File: config.mk
export PLATFORM = sky130hd
export DESIGN_NAME = regfile_access_ctrl_flat
export DESIGN_NICKNAME = d
export VERILOG_FILES = /design/src/rtl/regfile_access_ctrl_if.sv /design/src/rtl/regfile_access_ctrl.sv /design/src/flat_wrapper.sv
export SDC_FILE = /design/constraint.sdc
export NUM_CORES = 1
export LEC_CHECK = 0
export BUFFER_PORTS_ARGS = -buffer_cell sky130_fd_sc_hd__buf_2
export CORE_UTILIZATION = 53
export DETAILED_ROUTE_END_ITERATION = 8
export GPL_TIMING_DRIVEN = 0
export PLACE_DENSITY = 0.94
export SLEW_MARGIN = 20
export SYNTH_ARGS = -nofsm -noshare
export SYNTH_HDL_FRONTEND = slang
export SYNTH_SLANG_ARGS = --single-unit
File: constraint.sdc
create_clock -name clk -period 5 [get_ports clk]
set_input_delay 0.25 -clock clk [delete_from_list [all_inputs] [get_ports clk]]
set_output_delay 0.25 -clock clk [all_outputs]
set_load 0.02 [all_outputs]
File: src/rtl/regfile_access_ctrl_if.sv
// Command/response and register-file port bundle for regfile_access_ctrl.
// master = command issuer plus register-file storage, slave = the controller.
interface regfile_access_ctrl_if #(
  parameter int REG_WIDTH   = 32,
  parameter int RADDR_WIDTH = 5
);
  // Valid/ready: a transfer happens on a rising edge where valid and ready are
  // both high; the offering side holds valid and payload stable until then.
  logic                   cmd_valid;
  logic                   cmd_ready;
  logic [1:0]             cmd_op;
  logic [RADDR_WIDTH-1:0] cmd_addr;
  logic [REG_WIDTH-1:0]   cmd_wdata;
  logic                   rsp_valid;
  logic                   rsp_ready;
  logic [RADDR_WIDTH-1:0] rsp_addr;
  logic [REG_WIDTH-1:0]   rsp_data;
  logic                   rsp_last;
  logic                   rf_we;
  logic [RADDR_WIDTH-1:0] rf_rd_addr;
  logic [REG_WIDTH-1:0]   rf_rd_value;
  logic [RADDR_WIDTH-1:0] rf_rs1_addr;
  logic [REG_WIDTH-1:0]   rf_rs1_value;

  modport master (
    output cmd_valid, cmd_op, cmd_addr, cmd_wdata, rsp_ready, rf_rs1_value,
    input  cmd_ready, rsp_valid, rsp_addr, rsp_data, rsp_last,
           rf_we, rf_rd_addr, rf_rd_value, rf_rs1_addr
  );

  modport slave (
    input  cmd_valid, cmd_op, cmd_addr, cmd_wdata, rsp_ready, rf_rs1_value,
    output cmd_ready, rsp_valid, rsp_addr, rsp_data, rsp_last,
           rf_we, rf_rd_addr, rf_rd_value, rf_rs1_addr
  );
endinterface

File: src/rtl/regfile_access_ctrl.sv
// Register-file access controller: single read/write, dump-all and clear-all
// commands issued over a valid/ready command channel, answered on a response channel.
module regfile_access_ctrl #(
  parameter int REG_DEPTH   = 32,
  parameter int REG_WIDTH   = 32,
  parameter int RADDR_WIDTH = 5
) (
  input  logic                 clk,
  input  logic                 rst,
  regfile_access_ctrl_if.slave bus,
  output logic                 busy,
  output logic [2:0]           state_dbg
);

  typedef enum logic [2:0] {
    S_IDLE  = 3'd0,
    S_READ  = 3'd1,
    S_WRITE = 3'd2,
    S_CLEAR = 3'd3,
    S_RESP  = 3'd4
  } state_t;

  localparam logic [1:0] OP_READ  = 2'b00;
  localparam logic [1:0] OP_WRITE = 2'b01;
  localparam logic [1:0] OP_DUMP  = 2'b10;
  localparam logic [1:0] OP_CLEAR = 2'b11;
  localparam logic [RADDR_WIDTH-1:0] LAST_ADDR = RADDR_WIDTH'(REG_DEPTH - 1);

  state_t                 state, state_nx;
  logic [1:0]             op_q;
  logic [RADDR_WIDTH-1:0] cur_addr;
  logic [REG_WIDTH-1:0]   wdata_q;
  logic [RADDR_WIDTH-1:0] rsp_addr_q;
  logic [REG_WIDTH-1:0]   rsp_data_q;
  logic                   rsp_last_q;
  logic                   dump_more;

  // A dump continues while the response being handed over is not the last one.
  assign dump_more = (op_q == OP_DUMP) && !rsp_last_q;

  always_ff @(posedge clk or negedge rst) begin
    if (!rst) state <= S_IDLE;
    else      state <= state_nx;
  end

  always_comb begin
    state_nx = state;
    case (state)
      S_IDLE: begin
        if (bus.cmd_valid) begin
          case (bus.cmd_op)
            OP_WRITE: state_nx = S_WRITE;
            OP_CLEAR: state_nx = S_CLEAR;
            default:  state_nx = S_READ;
          endcase
        end
      end
      S_READ:  state_nx = S_RESP;
      S_WRITE: state_nx = S_RESP;
      S_CLEAR: if (cur_addr == LAST_ADDR) state_nx = S_RESP;
      S_RESP:  if (bus.rsp_ready) state_nx = dump_more ? S_READ : S_IDLE;
      default: state_nx = S_IDLE;
    endcase
  end

  // cur_addr is the target register for read/write and the walk counter for dump/clear.
  always_ff @(posedge clk or negedge rst) begin
    if (!rst) begin
      op_q       <= OP_READ;
      cur_addr   <= '0;
      wdata_q    <= '0;
      rsp_addr_q <= '0;
      rsp_data_q <= '0;
      rsp_last_q <= 1'b0;
    end else begin
      case (state)
        S_IDLE: begin
          if (bus.cmd_valid) begin
            op_q    <= bus.cmd_op;
            wdata_q <= bus.cmd_wdata;
            case (bus.cmd_op)
              OP_DUMP:  cur_addr <= '0;
              OP_CLEAR: cur_addr <= RADDR_WIDTH'(1);
              default:  cur_addr <= bus.cmd_addr;
            endcase
          end
        end
        S_READ: begin
          rsp_addr_q <= cur_addr;
          rsp_data_q <= bus.rf_rs1_value;
          rsp_last_q <= (op_q != OP_DUMP) || (cur_addr == LAST_ADDR);
        end
        S_WRITE: begin
          rsp_addr_q <= cur_addr;
          rsp_data_q <= (cur_addr == '0) ? '0 : wdata_q;
          rsp_last_q <= 1'b1;
        end
        S_CLEAR: begin
          if (cur_addr == LAST_ADDR) begin
            rsp_addr_q <= '0;
            rsp_data_q <= '0;
            rsp_last_q <= 1'b1;
          end else begin
            cur_addr <= cur_addr + RADDR_WIDTH'(1);
          end
        end
        S_RESP: begin
          if (bus.rsp_ready && dump_more) cur_addr <= cur_addr + RADDR_WIDTH'(1);
        end
        default: ;
      endcase
    end
  end

  always_comb begin
    bus.cmd_ready   = 1'b0;
    bus.rsp_valid   = 1'b0;
    bus.rf_we       = 1'b0;
    bus.rf_rd_addr  = '0;
    bus.rf_rd_value = '0;
    bus.rf_rs1_addr = '0;
    busy            = 1'b1;
    case (state)
      S_IDLE: begin
        bus.cmd_ready = 1'b1;
        busy          = 1'b0;
      end
      S_READ: bus.rf_rs1_addr = cur_addr;
      S_WRITE: begin
        // Register 0 is read-only: the write is dropped, not forwarded.
        if (cur_addr != '0) begin
          bus.rf_we       = 1'b1;
          bus.rf_rd_addr  = cur_addr;
          bus.rf_rd_value = wdata_q;
        end
      end
      S_CLEAR: begin
        bus.rf_we      = 1'b1;
        bus.rf_rd_addr = cur_addr;
      end
      S_RESP: bus.rsp_valid = 1'b1;
      default: ;
    endcase
  end

  assign bus.rsp_addr = rsp_addr_q;
  assign bus.rsp_data = rsp_data_q;
  assign bus.rsp_last = rsp_last_q;
  assign state_dbg    = state;

endmodule

File: src/flat_wrapper.sv
// flat-port wrapper written by rule: the top's interface ports become plain ports
module regfile_access_ctrl_flat 
#(
  parameter int REG_DEPTH   = 32,
  parameter int REG_WIDTH   = 32,
  parameter int RADDR_WIDTH = 5
)
  (clk, rst, busy, state_dbg, bus_cmd_valid, bus_cmd_op, bus_cmd_addr, bus_cmd_wdata, bus_rsp_ready, bus_rf_rs1_value, bus_cmd_ready, bus_rsp_valid, bus_rsp_addr, bus_rsp_data, bus_rsp_last, bus_rf_we, bus_rf_rd_addr, bus_rf_rd_value, bus_rf_rs1_addr);
  regfile_access_ctrl_if #(.REG_WIDTH(REG_WIDTH), .RADDR_WIDTH(RADDR_WIDTH)) bus_i ();
  input  logic clk;
  input  logic rst;
  output logic busy;
  output logic [2:0] state_dbg;
  input wire logic [$bits(bus_i.cmd_valid)-1:0] bus_cmd_valid;
  input wire logic [$bits(bus_i.cmd_op)-1:0] bus_cmd_op;
  input wire logic [$bits(bus_i.cmd_addr)-1:0] bus_cmd_addr;
  input wire logic [$bits(bus_i.cmd_wdata)-1:0] bus_cmd_wdata;
  input wire logic [$bits(bus_i.rsp_ready)-1:0] bus_rsp_ready;
  input wire logic [$bits(bus_i.rf_rs1_value)-1:0] bus_rf_rs1_value;
  output wire logic [$bits(bus_i.cmd_ready)-1:0] bus_cmd_ready;
  output wire logic [$bits(bus_i.rsp_valid)-1:0] bus_rsp_valid;
  output wire logic [$bits(bus_i.rsp_addr)-1:0] bus_rsp_addr;
  output wire logic [$bits(bus_i.rsp_data)-1:0] bus_rsp_data;
  output wire logic [$bits(bus_i.rsp_last)-1:0] bus_rsp_last;
  output wire logic [$bits(bus_i.rf_we)-1:0] bus_rf_we;
  output wire logic [$bits(bus_i.rf_rd_addr)-1:0] bus_rf_rd_addr;
  output wire logic [$bits(bus_i.rf_rd_value)-1:0] bus_rf_rd_value;
  output wire logic [$bits(bus_i.rf_rs1_addr)-1:0] bus_rf_rs1_addr;
  assign bus_i.cmd_valid = bus_cmd_valid;
  assign bus_i.cmd_op = bus_cmd_op;
  assign bus_i.cmd_addr = bus_cmd_addr;
  assign bus_i.cmd_wdata = bus_cmd_wdata;
  assign bus_i.rsp_ready = bus_rsp_ready;
  assign bus_i.rf_rs1_value = bus_rf_rs1_value;
  assign bus_cmd_ready = bus_i.cmd_ready;
  assign bus_rsp_valid = bus_i.rsp_valid;
  assign bus_rsp_addr = bus_i.rsp_addr;
  assign bus_rsp_data = bus_i.rsp_data;
  assign bus_rsp_last = bus_i.rsp_last;
  assign bus_rf_we = bus_i.rf_we;
  assign bus_rf_rd_addr = bus_i.rf_rd_addr;
  assign bus_rf_rd_value = bus_i.rf_rd_value;
  assign bus_rf_rs1_addr = bus_i.rf_rs1_addr;
  regfile_access_ctrl #(.REG_DEPTH(REG_DEPTH), .REG_WIDTH(REG_WIDTH), .RADDR_WIDTH(RADDR_WIDTH)) u_core (.clk(clk), .rst(rst), .bus(bus_i), .busy(busy), .state_dbg(state_dbg));
endmodule
==> run metrics, run 1 <==
Post-synth EDFFs 0; Mapped Cells between 300 and 400; max cap viols 0; Synth Flop Type dfrtp_1; number of setup violations in the final report 0; antenna-violating nets left 0; WHS Path Cells 2; crit path to bus_rf_rd_value[9]; sequential share of the synthesized area roughly half; reg-to-reg setup timing slack roughly 2.5 ns; Clock Sinks 80; DR WL/cell between 15 and 20 um; clk_skew 0.0112 ns; Fin Hold WS ~0.14 ns; CP endpoint kind output pin; vias in the first global route 3339; DP HPWL 7780 um; pre-CTS WS about 2.5 ns; 1st-pass router iterations 4; Placer Congestion slightly below 0.9; P&R area growth vs syn 29.9%; Async SR Flop Fraction 100%; GRT overflow 0; fillers 560; WL final between 10000 and 15000 um; largest net degree at the start of global routing 42; hold crit path type input pin to flip-flop; R2R Path Start u_core.cur_addr[1]; via count around 3.5k; H-tree depth 3; Max Slew Vio Count 0; r2r worst-path depth 8; Root Driver clkbuf_8; CP required between 4 and 5 ns; fin util 72.1%; die width around 90 um; relative slew slack between 50% and 60%; Startpoint Class flip-flop; yosys warns 0; Netlist cell types between 40 and 50; Tightest Pin Transition ~0.61 ns; Die ar. between 8000 and 9000 um2; # IOs around 160; Crit. Startpoint u_core.cur_addr[0]; crit share post-route a little over half; setup ws final around 2.3 ns; antenna violations before repair 0; Vias/cell 5.28; synthesized area per cell roughly 11 um2; multi-input logic area between 1500 and 2000 um2; CTS Buffer Depth 2; chip height 89.7 um; total setup buffers inserted after CTS 0; minimum clock period roughly 2.7 ns; violation count after the first detailed-routing iteration ~170; Max Fclk 372 MHz; later-pin clock latency in the skew report between 0.3 and 0.4 ns; final hold violations 0; CP max FO 10; Nets 637; Seq. cell area 2000 um2; post-route cell area about 5300 um2; reg-to-reg critical path endpoint u_core.bus.rsp_data[22]; Leakage approximately 2.6 nW; Starting Density a little under three fifths; DP Area 5020 um2; Global Route Usage Sum a little over a quarter; VDD IR-drop max 0.333 mV; CTS clk-pin slew, worst paths approximately 0.080 ns; CTS Hold Bufs 1; setup TNS 0 ns; CP Data Arrival Time about 2.4 ns; first-pass GRT wire length ~16000 um; layout cells sized above 1 between 40% and 50%; status finished, final reports clean; # DRC 0; Post-Synthesis Cell Area just over 4000 um2; RSZ-0062 raised after global routing no; CTS tree done; ant diodes 0; core area 7330 um2; Mapped Nets 463; crit path kind flip-flop to output pin; I/O Buffers ~160; synthesis-stage register bit count 80; FP Rows 31; Resized Gates After CTS 0; Num CTS Buffers 9; PwrDens 637 nW/um2
[placed cells by master, fill, tap and decap left out, types with 2 or more instances in the layout]
cell type	Yosys	routed
clkbuf_8	0	11
and3b_1	2	2
a21oi_1	41	41
buf_4	1	2
inv_1	9	9
clkbuf_2	2	2
clkbuf_1	4	5
nor3b_1	3	3
nand3_1	6	6
a31oi_1	2	2
nand2_1	4	4
and2b_1	2	2
buf_12	2	3
ha_1	3	3
and2_1	42	42
mux2_2	34	34
nor2b_1	36	36
nor2_1	36	36
nor3_1	2	2
a21oi_2	28	28
bufinv_16	0	3
dfrtp_1	80	80
buf_1	2	2
buf_2	11	171
mux2i_1	4	4
buf_6	2	2
o21ai_0	10	10
[critical path: stages, from the launching register on]
cell and delay (ns):
dfrtp_1 0.45, inv_1 0.13, ha_1 0.15, or4b_4 0.46, and3b_1 0.20, buf_6 0.15
clkbuf_2 0.21, and2_1 0.21, buf_2 0.16
[report_power, final]
group	internal, mW	total, mW	switching, mW	leakage (nW)
clock network	0.362	0.593	0.231	0.127
registers	0.971	1.21	0.240	0.926
logic	0.631	1.57	0.935	1.53
total	1.96	3.37	1.41	2.59
[area by class of cell]
| type | instances | share of cell area (%) |
|---|---|---|
| buffer | 25 | 3.26 |
| clock buffer | 12 | 2.93 |
| clock inverter | 4 | 1.87 |
| inverter | 9 | 0.639 |
| multi-input combinational | 271 | 35.2 |
| sequential | 80 | 37.9 |
| tap | 99 | 2.34 |
| timing repair buffer | 163 | 15.9 |
[layer usage]
metal / up-vias / share of wire [%] / global-route usage, %
li1: 1660 / - / -
met1: 1698 / 42 / 33.1
met4: 0 / 2.3 / 10.8
met3: 20 / 4.4 / 3.93
met5: - / 0 / 0
met2: 120 / 51 / 45.5
[logic make-up (layout without fill, tap and decap cells)]
| group | after synthesis | in the layout | synth area share [%] |
|---|---|---|---|
| AOI/OAI and AO/OA | 88 | 88 | 14.2 |
| adders and majority gates | 3 | 3 | 0.922 |
| buffers and inverters | 34 | 213 | 5.07 |
| DFF | 80 | 80 | 49.2 |
| muxes | 38 | 38 | 10.4 |
| and+or+nand+nor | 142 | 142 | 20.3 |
[synthesized netlist by cell type (all sizes together), types with 2 or more instances]
| cell type | count | area, um2 |
|---|---|---|
| buf | 19 | 148 |
| nand2 | 4 | 15.0 |
| and2 | 42 | 263 |
| nor3b | 3 | 22.5 |
| a21oi | 69 | 450 |
| nor3 | 3 | 20.0 |
| o21ai | 10 | 50.1 |
| a31oi | 2 | 12.5 |
| dfrtp | 80 | 2000 |
| nor2 | 36 | 135 |
| nor2b | 36 | 225 |
| mux2 | 34 | 383 |
| nand3 | 6 | 30.0 |
| and2b | 2 | 15.0 |
| ha | 3 | 37.5 |
| inv | 9 | 33.8 |
| and3b | 2 | 17.5 |
| clkbuf | 6 | 25.0 |
| mux2i | 4 | 40.0 |
[metrics by stage]
stage               std cells  power, mW
floorplan                 385       2.27
global placement          645       2.72
detailed placement        646       2.79
CTS                       663       3.39
global route              663       3.59
finish                    663       3.37
[registers in the layout, indices dropped and copies added, names as in the netlist]
| signal | flops |
|---|---|
| u_core.op_q | 2 |
| u_core.cur_addr | 5 |
| u_core.bus.rsp_addr | 5 |
| u_core.wdata_q | 32 |
| u_core.bus.rsp_last | 1 |
| u_core.state_dbg | 3 |
| u_core.bus.rsp_data | 32 |
[worst min path at each step]
stage | from | to
2_1_floorplan | rst | u_core.bus.rsp_addr[0]
3_3_place_gp | bus_cmd_wdata[13] | u_core.wdata_q[13]
3_5_place_dp | rst | u_core.bus.rsp_data[13]
4_1_cts | bus_cmd_wdata[13] | u_core.wdata_q[13]
5_1_grt | bus_cmd_wdata[13] | u_core.wdata_q[13]
6_report | bus_cmd_wdata[13] | u_core.wdata_q[13]
Note: power is estimated with default switching activity, not from simulation.
==> run 2, diff against run 1 <==
- ABC_AREA: unset -> 1
- CORE_UTILIZATION: 53 -> 44
- PLACE_DENSITY: 0.94 -> 0.85
- clock period: 5 -> 2.3 ns (I/O delays scaled with it)
==> run metrics, run 2 <==
status finished, final reports clean; Vias/cell ~4.8; sequential share of the synthesized area 50.2%; Worst Path Buf+Inv 3; Async SR Flop Fraction between 90% and 100%; 1st-pass router iterations 4; layout cells sized above 1 around 28%; Yosys top cell by area dfrtp_1; Post-Synthesis Cell Area 3990 um2; ant diodes 0; Mapped Cells 550; via count slightly above 4k; Global Route Usage Sum about 25%; synthesized area per cell 7.25 um2; crit path kind flip-flop to output pin; CTS clk-pin slew, worst paths about 0.080 ns; synthesis-stage register bit count 80; Leakage approximately 3.6 nW; CP endpoint kind output pin; Placer Congestion 0.818; DR WL/cell about 13 um; CTS tree done; cells along the critical path inv_1 -> ha_1 -> nand4_1 -> buf_4 -> nand2_1 -> a21oi_1 -> buf_2; VDD IR-drop max roughly 0.85 mV; GRT overflow 0; relative slew slack 66.5%; # DRC 0; pre-CTS WS about 0.17 ns; antenna violations before repair 0; I/O Buffers approximately 160; Critical Path Max Stage Delay ~0.45 ns; Starting Density between 40% and 50%; largest net degree at the start of global routing between 40 and 50; CP Data Arrival Time about 2.1 ns; Post-synth EDFFs 0; Largest delay share family, worst path buffers and inverters; Root Driver clkbuf_8; Crit-path slowest cell dfrtp_2; commonest non-fill, non-tap cells in the layout nand2_1, buf_2, dfrtp_1; PwrDens 1270 nW/um2; Die ar. between 9000 and 10000 um2; die width ~97 um; top cells by count, synth nand2_1, dfrtp_1, inv_1, nand3_1; DP HPWL roughly 8400 um; top-count cell post-synth nand2_1; crit share post-route roughly 96%; chip height between 90 and 100 um; commonest non-fill, non-tap cell in the layout nand2_1; Nets 834; max cap viols 0; FP Rows 34; first-pass GRT wire length ~19000 um; # IOs about 160; RSZ-0062 raised after global routing no; core area slightly below 9000 um2; yosys warns 0; Max Fclk between 400 and 500 MHz; CTS Buffer Depth 2; Netlist cell types 24; clk_skew ~0.0092 ns; CP required 2.18 ns; minimum clock period roughly 2.2 ns; CP max FO 10; hold crit path type input pin to flip-flop; number of setup violations in the final report 0; vias in the first global route approximately 4k; setup TNS 0 ns; Max Slew Vio Count 0; final hold violations 0; Synth Flop Type dfrtp_1; Startpoint Class flip-flop; violation count after the first detailed-routing iteration between 150 and 200; Num CTS Buffers 9; P&R area growth vs syn 37.4%; antenna-violating nets left 0; Mapped Nets around 630; Clock Sinks 80; setup ws final 0.0981 ns; H-tree depth 3; WL final 11700 um; Tightest Pin Transition roughly 0.50 ns; later-pin clock latency in the skew report between 0.3 and 0.4 ns; top cell type's share of synthesized area about half; synth top area cells dfrtp_1, nand2_1, nand3_1
==> run 2: power breakdown <==
group          switching (mW)  internal, mW
logic                    2.31          1.13
clock network           0.510         0.499
registers               0.413          2.07
total                    3.24          3.70
==> run 2: timing repair <==
action / CTS / global route
hold buffers: 33 / 0
pin swaps: 0 / 1
setup buffers: 0 / 0
setup endpoints to repair: 32 / 24
resized for setup: 4 / 7
endpoints found under the hold margin: 69 / 0
==> run 2: final cells by class <==
cell class	instances	area, um2
inverter	49	184
clock inverter	4	45.0
sequential	80	2000
clock buffer	12	135
buffer	24	141
fill	784	3280
tap	108	135
timing repair buffer	195	1160
multi-input combinational	397	1680
==> run 2: logic make-up (layout without fill, tap and decap cells) <==
family,Yosys count,in the layout,share of synthesized area (%)
compound gates,11,11,1.41
xor+xnor,1,1,0.220
fa+ha+maj,3,3,0.941
buf+inv,73,284,7.91
flops,80,80,50.2
simple gates,382,382,39.3
==> run 2: path summary, 6_finish.rpt <==
kind	startpoint	end	slack (ns)	cells after the start
worst min-delay path	bus_cmd_op[0]	u_core.state_dbg[1]	0.05	3
worst min register to register	u_core.wdata_q[2]	u_core.wdata_q[2]	0.48	2
min in group asynchronous	rst	u_core.cur_addr[0]	0.28	2
worst max register to register	u_core.cur_addr[1]	u_core.bus.rsp_data[2]	0.19	10
max in group asynchronous	rst	u_core.wdata_q[18]	1.41	3
worst max-delay path	u_core.cur_addr[0]	bus_rf_rd_addr[1]	0.1	7
==> run 2: tightest hold or removal path, delay by kind of cell <==
family        cells  cell delay, ns
buf+inv           1            0.10
simple gates      2            0.14
==> run 2: per-layer routing <==
layer  global-route usage, %  wire, um  vias to the layer above
li1                        -         -                     2073
met1                    33.8      5130                     1914
met2                    42.0      5870                      136
met3                    3.60       517                       16
met4                    9.87       208                        0
met5                       0         0                        -
==> run 2: metrics by stage <==
stage | total power [mW] | hold WS (ns) | utilization, % | instance area (um2) | instances
2_1_floorplan | 4.72 | -0.181 | - | 3990 | 550
3_3_place_gp | 5.73 | 0.318 | 56.2 | 4930 | 819
3_5_place_dp | 5.86 | 0.121 | 56.5 | 4950 | 820
4_1_cts | 6.93 | 0.0257 | 62.4 | 5470 | 869
5_1_grt | 7.48 | 0.0394 | 62.5 | 5480 | 869
6_report | 6.93 | 0.0485 | 62.5 | 5480 | 869
